--- src/rtl/fetch_pkg.sv ---
// Shared widths, constants and the prefetch queue entry type for the fetch front end.
package fetch_pkg;
    localparam int                XLEN      = 64;
    localparam int                INST_W    = 32;
    localparam int                ENTRY_W   = XLEN + INST_W;
    localparam logic [INST_W-1:0] HALT_INST = 32'h0;
    localparam logic [XLEN-1:0]   PC_INC    = 64'd4;

    typedef struct packed {
        logic [XLEN-1:0]   pc;
        logic [INST_W-1:0] inst;
    } fetch_entry_t;

    // Fetch addresses are always word aligned; low two bits are dropped.
    function automatic logic [XLEN-1:0] word_align(input logic [XLEN-1:0] addr);
        return {addr[XLEN-1:2], 2'b00};
    endfunction
endpackage

--- src/rtl/fetch_queue.sv ---
// Prefetch queue: small synchronous FIFO of {pc, inst} entries with flush.
// Push into a full queue is accepted only when a pop frees a slot in the same cycle.
module fetch_queue
    import fetch_pkg::*;
#(
    parameter int DEPTH = 4
) (
    input  logic                       clk_i,
    input  logic                       rst_ni,
    input  logic                       push_i,
    input  logic                       pop_i,
    input  logic                       flush_i,
    input  logic [ENTRY_W-1:0]         wdata_i,
    output logic [ENTRY_W-1:0]         rdata_o,
    output logic [$clog2(DEPTH+1)-1:0] count_o,
    output logic                       full_o,
    output logic                       empty_o
);
    localparam int AW = $clog2(DEPTH);
    localparam int CW = $clog2(DEPTH + 1);

    fetch_entry_t  mem_q [DEPTH];
    logic [AW-1:0] rd_ptr_q;
    logic [AW-1:0] wr_ptr_q;
    logic [CW-1:0] count_q;
    logic          do_push;
    logic          do_pop;

    assign empty_o = (count_q == '0);
    assign full_o  = (count_q == CW'(DEPTH));
    assign count_o = count_q;
    assign rdata_o = mem_q[rd_ptr_q];
    assign do_pop  = pop_i && !empty_o;
    assign do_push = push_i && (!full_o || do_pop);

    // Pointer, occupancy and storage update; flush empties the queue and wins over push/pop.
    always_ff @(posedge clk_i or negedge rst_ni) begin
        if (!rst_ni) begin
            rd_ptr_q <= '0;
            wr_ptr_q <= '0;
            count_q  <= '0;
            for (int i = 0; i < DEPTH; i++) mem_q[i] <= '0;
        end else if (flush_i) begin
            rd_ptr_q <= '0;
            wr_ptr_q <= '0;
            count_q  <= '0;
        end else begin
            if (do_push) begin
                mem_q[wr_ptr_q] <= wdata_i;
                wr_ptr_q        <= wr_ptr_q + 1'b1;
            end
            if (do_pop) rd_ptr_q <= rd_ptr_q + 1'b1;
            count_q <= count_q + CW'(do_push) - CW'(do_pop);
        end
    end
endmodule

--- src/rtl/fetch_prefetch_unit.sv ---
// Instruction fetch front end: in-order imem requests, prefetch queue, redirect and halt.
// Request credit = queue occupancy + live (non-discarded) in-flight requests, so a
// response always has a queue slot waiting for it.
module fetch_prefetch_unit
    import fetch_pkg::*;
#(
    parameter int              DEPTH           = 4,
    parameter int              MAX_OUTSTANDING = 4,
    parameter logic [XLEN-1:0] RESET_PC        = '0
) (
    input  logic              clk_i,
    input  logic              reset_ni,
    output logic              imem_req_valid_o,
    input  logic              imem_req_ready_i,
    output logic [XLEN-1:0]   imem_req_addr_o,
    input  logic              imem_rsp_valid_i,
    input  logic [INST_W-1:0] imem_rsp_data_i,
    output logic              inst_valid_o,
    input  logic              inst_ready_i,
    output logic [INST_W-1:0] inst_data_o,
    output logic [XLEN-1:0]   inst_pc_o,
    input  logic              redirect_valid_i,
    input  logic [XLEN-1:0]   redirect_pc_i,
    output logic              halted_o
);
    localparam int CW = $clog2(DEPTH + 1);
    localparam int OW = $clog2(MAX_OUTSTANDING + 1);
    localparam int SW = $clog2(DEPTH + MAX_OUTSTANDING + 1);

    logic [XLEN-1:0] fetch_pc_q, fetch_pc_d;
    logic [XLEN-1:0] rsp_pc_q, rsp_pc_d;
    logic [OW-1:0]   outst_q, outst_d;
    logic [OW-1:0]   discard_q, discard_d;
    logic            halted_q, halted_d;

    logic [CW-1:0]   q_count;
    logic            q_full, q_empty;
    fetch_entry_t    q_head, q_wdata;
    logic [OW-1:0]   live;
    logic [SW-1:0]   credit_used;
    logic            req_fire, pop, push, flush, redirect, halt_now;

    assign live        = outst_q - discard_q;
    assign credit_used = SW'(q_count) + SW'(live);
    assign redirect    = redirect_valid_i && !halted_q;

    // Reset gates the request combinationally so it drops without waiting for a clock.
    assign imem_req_valid_o = reset_ni && !halted_q && !redirect_valid_i &&
                              (credit_used < SW'(DEPTH)) &&
                              (outst_q < OW'(MAX_OUTSTANDING));
    assign imem_req_addr_o  = fetch_pc_q;
    assign req_fire         = imem_req_valid_o && imem_req_ready_i;

    assign inst_valid_o = !q_empty && !halted_q;
    assign inst_data_o  = q_head.inst;
    assign inst_pc_o    = q_head.pc;
    assign halted_o     = halted_q;
    assign pop          = inst_valid_o && inst_ready_i;
    assign halt_now     = pop && (q_head.inst == HALT_INST);
    assign flush        = redirect || halt_now;

    // Stale responses (discard > 0), and anything arriving once halted or while flushing, are dropped.
    assign push    = imem_rsp_valid_i && (discard_q == '0) && !halted_q && !flush;
    assign q_wdata = '{pc: rsp_pc_q, inst: imem_rsp_data_i};

    fetch_queue #(.DEPTH(DEPTH)) u_queue (
        .clk_i   (clk_i),
        .rst_ni  (reset_ni),
        .push_i  (push),
        .pop_i   (pop),
        .flush_i (flush),
        .wdata_i (q_wdata),
        .rdata_o (q_head),
        .count_o (q_count),
        .full_o  (q_full),
        .empty_o (q_empty)
    );

    // Next PCs, in-flight counters and halt flag; a redirect discards whatever is still in flight.
    always_comb begin
        fetch_pc_d = fetch_pc_q;
        rsp_pc_d   = rsp_pc_q;
        halted_d   = halted_q || halt_now;
        outst_d    = outst_q + OW'(req_fire) - OW'(imem_rsp_valid_i);
        discard_d  = discard_q;
        if (imem_rsp_valid_i && (discard_q != '0)) discard_d = discard_q - 1'b1;
        if (req_fire) fetch_pc_d = fetch_pc_q + PC_INC;
        if (push)     rsp_pc_d   = rsp_pc_q + PC_INC;
        if (redirect) begin
            fetch_pc_d = word_align(redirect_pc_i);
            rsp_pc_d   = word_align(redirect_pc_i);
            discard_d  = outst_d;
        end
    end

    // State registers.
    always_ff @(posedge clk_i or negedge reset_ni) begin
        if (!reset_ni) begin
            fetch_pc_q <= RESET_PC;
            rsp_pc_q   <= RESET_PC;
            outst_q    <= '0;
            discard_q  <= '0;
            halted_q   <= 1'b0;
        end else begin
            fetch_pc_q <= fetch_pc_d;
            rsp_pc_q   <= rsp_pc_d;
            outst_q    <= outst_d;
            discard_q  <= discard_d;
            halted_q   <= halted_d;
        end
    end

    // A response push must always find room in the queue.
    assert property (@(posedge clk_i) disable iff (!reset_ni) push |-> (!q_full || pop));
endmodule
--- config.mk ---
export PLATFORM = sky130hd
export DESIGN_NAME = fetch_prefetch_unit
export DESIGN_NICKNAME = d
export VERILOG_FILES = /design/src/rtl/fetch_pkg.sv /design/src/rtl/fetch_queue.sv /design/src/rtl/fetch_prefetch_unit.sv
export SDC_FILE = /design/constraint.sdc
export NUM_CORES = 1
export LEC_CHECK = 0
export CAP_MARGIN = 15
export CORE_ASPECT_RATIO = 0.7
export CORE_MARGIN = 2
export CORE_UTILIZATION = 55
export CTS_CLUSTER_SIZE = 16
export DETAILED_ROUTE_END_ITERATION = 16
export PLACE_DENSITY = 0.9
export SLEW_MARGIN = 5
export SYNTH_ARGS = -nofsm -noshare
export SYNTH_HDL_FRONTEND = slang
export SYNTH_SLANG_ARGS = --single-unit
--- constraint.sdc ---
create_clock -name clk_i -period 4.7 [get_ports clk_i]
set_input_delay 0.47 -clock clk_i [delete_from_list [all_inputs] [get_ports clk_i]]
set_output_delay 0.47 -clock clk_i [all_outputs]
set_load 0.02 [all_outputs]
-- Yosys cells after proc, flatten, opt, wreduce, memory -nomap -nowiden
Index checks and enable logic that the tools add are counted.
Widths: inputs -> output; s select.
- $add $sub $neg: 11
- reductions and logical operators: 34
- bitwise logic cells: 3
- magnitude comparators: 5
- muxes and demuxes: 17
- eq/ne operators: 1
- operators by type and width (cell ; number):
    $bwmux 384 ; 1
    $mux 96 ; 3
    $mux 64 ; 4
    $bmux 96 s2 ; 1
    $demux 96 s2 ; 1
    $add 64x3->64 const B ; 2
    $logic_not 32->1 ; 1
    $logic_and 1x1->1 ; 16
    $reduce_bool 2->1 ; 5
    $mux 3 ; 3
    $mux 2 ; 4
    $add 3x1->3 ; 2
    $ge 3x3->1 const B ; 2
    $logic_not 3->1 ; 2
    $not 2->3 ; 2
    $sub 3x1->3 ; 2
    $logic_not 1->1 ; 5
    $add 2x1->2 const B ; 2
    $add 3x3->4 ; 1
    $lt 4x3->1 const B ; 1
    $eq 3x3->1 const B ; 1
    $logic_or 1x1->1 ; 3
    $lt 3x1->1 const B ; 1
    $lt 3x3->1 const B ; 1
    5 further kinds ; 5
- output and inout bits: 163
- word-level logic and storage cells: 87
- bits in registers: 526
- bits of input ports: 102

-- Longest topological paths before layout
- depth after elaboration: 13
- gate-level depth with buffers: 19
- depth with buffers taken out: 19

-- By module
From an unflattened synthesis, not the netlist that was laid out.
- cell total of the unflattened synthesis: 1934
- area, all modules: 25553.3 µm²
- modules (own cells, without submodules) (module ; area an instance (µm²) ; times used ; sequential area each (µm²) ; cells an instance):
    fetch_queue ; 17455.5 ; 1 ; 9784.4 ; 977
    fetch_prefetch_unit ; 8097.8 ; 1 ; 3278.1 ; 957

-- Least setup slack after synthesis
OpenSTA, ideal clock, no wires.
- path type: register -> register
- start point: register outst_q[0]
- end point: register fetch_pc_q[60], in the netlist imem_req_addr_o[60]
- clock period less this slack: 3617 ps
- setup slack: 1083 ps
- stages on the path, launching flop included: 15
- data required time: 4563 ps
- buffers on the path: 0
- arrival: 3480 ps
- library setup time: 137 ps
- path through: dfrtp_1 -> inv_1 -> ha_1 -> inv_1 -> fa_1 -> xor2_1 -> xnor2_1 -> ha_1 -> nor3_1 -> nand4_1 -> nor4_1 -> nand4_1 -> nor4_1 -> xnor2_1 -> a21oi_1
- cells in the longest elaborated chain, start to end: 7
- elaborated cells between the ends (all ways): 8
- classes of those cells: add/sub (2); order compare (2); reduce/logical (4)
- ends and longest elaborated chain (what ; RTL line ; text):
    from (decl) ; fetch_prefetch_unit.sv:32 ; logic [OW-1:0] outst_q, outst_d;
    from (signal assigned) ; fetch_prefetch_unit.sv:107 ; outst_q <= outst_d;
    $sub 3x3->3 ; fetch_prefetch_unit.sv:43 ; assign live = outst_q - discard_q;
    $add 3x3->4 ; fetch_prefetch_unit.sv:44 ; assign credit_used = SW'(q_count) + SW'(live);
    $lt 4x3->1 ; fetch_prefetch_unit.sv:49 ; (credit_used < SW'(DEPTH)) &&
    $logic_and 1x1->1 ; fetch_prefetch_unit.sv:48 ; assign imem_req_valid_o = reset_ni && !halted_q && !redirect_valid_i &&
    $logic_and 1x1->1 (*) ; fetch_prefetch_unit.sv:49 ;
    $logic_and 1x1->1 (*) ; fetch_prefetch_unit.sv:52 ; assign req_fire = imem_req_valid_o && imem_req_ready_i;
    $reduce_bool 2->1 (no source line) (*) ; n/a ;
    to (signal assigned) ; fetch_prefetch_unit.sv:105 ; fetch_pc_q <= fetch_pc_d;
    to (decl) ; fetch_prefetch_unit.sv:30 ; logic [XLEN-1:0] fetch_pc_q, fetch_pc_d;
Every way passes the cells marked *; elsewhere a longest branch is shown, timed or not.
A chain may end at the register's enable or synchronous reset.

-- Final worst setup path
- start point: register outst_q[0]
- end point: register fetch_pc_q[40], in the netlist imem_req_addr_o[40]
The elaborated chain is that of the path after synthesis.

==> impl_metrics.csv <==
group,metric,value,unit
synth,synth_area_per_cell,13.41,sq um
worst_setup_path,critPathCaptureType,"flip-flop",
worst_setup_path,crit_family,"simple AND/OR/NAND/NOR gates",
cells_and_area,syn2layout_area_growth,19.17,%
timing,fmax,0.2388,GHz
job,maxCapViolCount,0,
drt,met3_length,4.676,mm
timing,setup_tns,0,ns
worst_setup_path,cp_cell_sequence,"inv_1 > ha_1 > inv_1 > fa_1 > xor2_1 > xnor2_1 > ha_1 > nor3_1 > nand4_1 > buf_4 > or4_1 > nor3_1 > nand3_1 > xor2_1 > a21oi_1",
drt,route.detailed.wl_per_inst,23.27,microns
worst_setup_path,ff2ff_setup_slack,0.51,ns
timing,final-max-slew-violation-count,0,
cells_and_area,final_common_cell,"dfrtp_1",
drt,dr_total_vias,16304,
cells_and_area,drive_gt1_frac,0.1729,
timing,timing.final.crit_period,4.187,ns
clock_tree,cts_buffer_depth,3,
cells_and_area,fin_util,0.6702,
cells_and_area,fillers,2855,
timing,hold_violations,0,
cells_and_area,multi_input_area,10340,sq um
placement,post-place-ws,0.5416,ns
global_route,grt_pass1_wl,96.26,mm
global_route,grt_util_all_layers,0.2759,
clock_tree,cts_buffers,49,
power_and_ir_drop,max-vdd-ir-drop,0.4451,mV
cells_and_area,nets,2138,
clock_tree,clkTransAtPathRegs,0.06,ns
synth,netlist_instances,1789,
power_and_ir_drop,p_leak,12.61,nW
floorplan,fp-row-count,63,
cells_and_area,fin_area,28580,sq um
global_route,antenna_found_initial,1,
timing,whs,0.4485,ns
cells_and_area,regArea,12870,sq um
placement,place_hpwl,40.88,mm
hold_path,hold_path_class,"in2async",
synth,yosysSeqAreaShare,0.5363,
timing,final.setup_skew,0.02018,ns
drt,drt-total-wl,61.41,mm
synth,synth-edff-count,0,
worst_setup_path,crit_buf_inv,3,
worst_setup_path,worstPathArrival,4.60,ns
synth,syn_area,23990,sq um
worst_setup_path,critical_path_peak_fanout,7,
timing,setup_viol,0,
clock_tree,clock-sinks,514,
floorplan,core-area,42640,sq um
clock_tree,clk_latency,0.58,ns
drt,wl_met2,29.67,mm
placement,gp_congestion,0.8583,
timing,setup_ws,0.5126,ns
synth,ys_seq_elements,514,
timing,fin_crit_sh,0.8909,
power_and_ir_drop,p_per_area,632.2,nW/um^2
floorplan,dieArea,45320,sq um
drt,viasPerCell,6.178,
global_route,grt_pass1_vias,17189,
timing,tightest_slew,1.099,ns
clock_tree,ctsResizeCount,0,
clock_tree,ctsHoldBuffers,1,
drt,drc_errors,0,
floorplan,die-width,253.6,microns
placement,portBuffers,258,
floorplan,io_pins,265,
synth,synth_warnings,0,
drt,top_layer,"met4",
synth,ys.flop_type,"dfrtp_1",
clock_tree,post-cts-setup-buffers,0,
drt,drtIter0Drc,1456,
worst_setup_path,slowest_delay,0.75,ns
global_route,grt_max_degree,85,
worst_setup_path,criticalPathCategory,"reg2reg",
synth,synthArstFlopShare,1.000,
cells_and_area,final_cell_mix,"dfrtp_1, clkdlybuf4s50_1, mux2_1",
drt,drt-met1-wl,24.58,mm
synth,synthDistinctLibCells,48,
worst_setup_path,cp_slowest_cell,"or4_1",
worst_setup_path,cp-start-kind,"flip-flop",
placement,postPlaceCellArea,26960,sq um
drt,firstDrtPassIters,7,
timing,max_slew_margin,0.2606,
clock_tree,tritoncts,"done",
worst_setup_path,worstPathRequired,5.12,ns
clock_tree,htreeDepth,2,
floorplan,chipHeight,178.7,microns
drt,final_antenna_net_count,0,
floorplan,initial_core_util,0.5625,
status,status,"complete, no violations",
timing,rsz0062_at_grt,"false",
clock_tree,clockRootBuffer,"clkbuf_16",
global_route,overflow,0,
-- cells in the mapped netlist, types with 23 or more instances --
cell type,count,share of area
dfrtp_1,514,0.54
mux2_1,240,0.11
mux2_2,136,0.064
nor2_1,96,0.015
mux4_2,94,0.088
a21oi_1,91,0.019
xnor2_1,63,0.023
nand2_1,58,0.0091
clkbuf_1,46,0.0072
nand3_1,45,0.0094
inv_1,39,0.0061
nand4_1,36,0.0094
xor2_1,36,0.013
a31oi_1,31,0.0081
nor4_1,31,0.0081
buf_6,29,0.014
nor3_1,28,0.0058
or3_1,23,0.0060
-- layout make-up --
class / instances / area share
Multi-Input combinational cell: 1127 / 0.3617
Antenna cell: 1 / 0.00008755
Tap cell: 585 / 0.02561
Sequential cell: 514 / 0.4503
Timing Repair Buffer: 287 / 0.1009
Clock inverter: 17 / 0.007704
Inverter: 39 / 0.005122
Clock buffer: 69 / 0.04868
-- registers in the layout, indices dropped and copies added (netlist names) --
| register | count |
|---|---|
| halted_o | 1 |
| imem_req_addr_o | 62 |
| discard_q | 3 |
| u_queue.count_o | 3 |
| u_queue.rd_ptr_q | 2 |
| u_queue.wr_ptr_q | 2 |
| outst_q | 3 |
| u_queue.mem_q | 376 |
| rsp_pc_q | 62 |
-- power breakdown --
group	internal, mW	switching, mW	total [mW]
clock network	2.29	1.70	3.99
logic	3.44	3.53	6.97
registers	5.67	1.43	7.11
total	11.4	6.67	18.1
-- cells by family after synthesis --
kind of cell,synth area share
flip-flops,0.5363
multiplexers,0.2652
AND/OR/NAND/NOR,0.07971
AO/OA/AOI/OAI,0.03798
buffers and inverters,0.03422
XOR/XNOR,0.03615
adder cells (fa/ha/maj),0.01033
other,0.0001563
-- per-layer routing --
metal / GRT usage / vias to the layer above
met4: 0.1171 / 0
met5: 0 / -
li1: - / 6985
met3: 0.05706 / 143
met2: 0.4486 / 693
met1: 0.3648 / 8483
-- per-stage QoR --
stage,cells,total power [mW]
final,2639,18.07
after global routing,2639,18.94
after CTS,2638,18.11
after detailed placement,2551,14.05
after global placement,2551,13.70
after floorplan,1792,10.90
-- path summary, 6_finish.rpt --
check	from	to	depth (start not counted)
max	outst_q[0]	imem_req_addr_o[40]	15
min	reset_ni	u_queue.mem_q[317]	2
max reg2reg	outst_q[0]	imem_req_addr_o[40]	15
min reg2reg	u_queue.mem_q[155]	u_queue.mem_q[155]	1
max in group asynchronous	reset_ni	u_queue.mem_q[162]	4
min in group clk_i	u_queue.mem_q[155]	u_queue.mem_q[155]	1
-- worst register-to-register path: cells and delay by family (launching register included) --
family / cells / cell delay (ns)
adders and majority gates: 3 / 0.78
and+or+nand+nor: 5 / 1.96
xor gates and xnor gates: 3 / 0.51
AOI/OAI and AO/OA: 1 / 0.08
buffers and inverters: 3 / 0.33
DFF: 1 / 0.38
(Power assumes the default switching activity.)
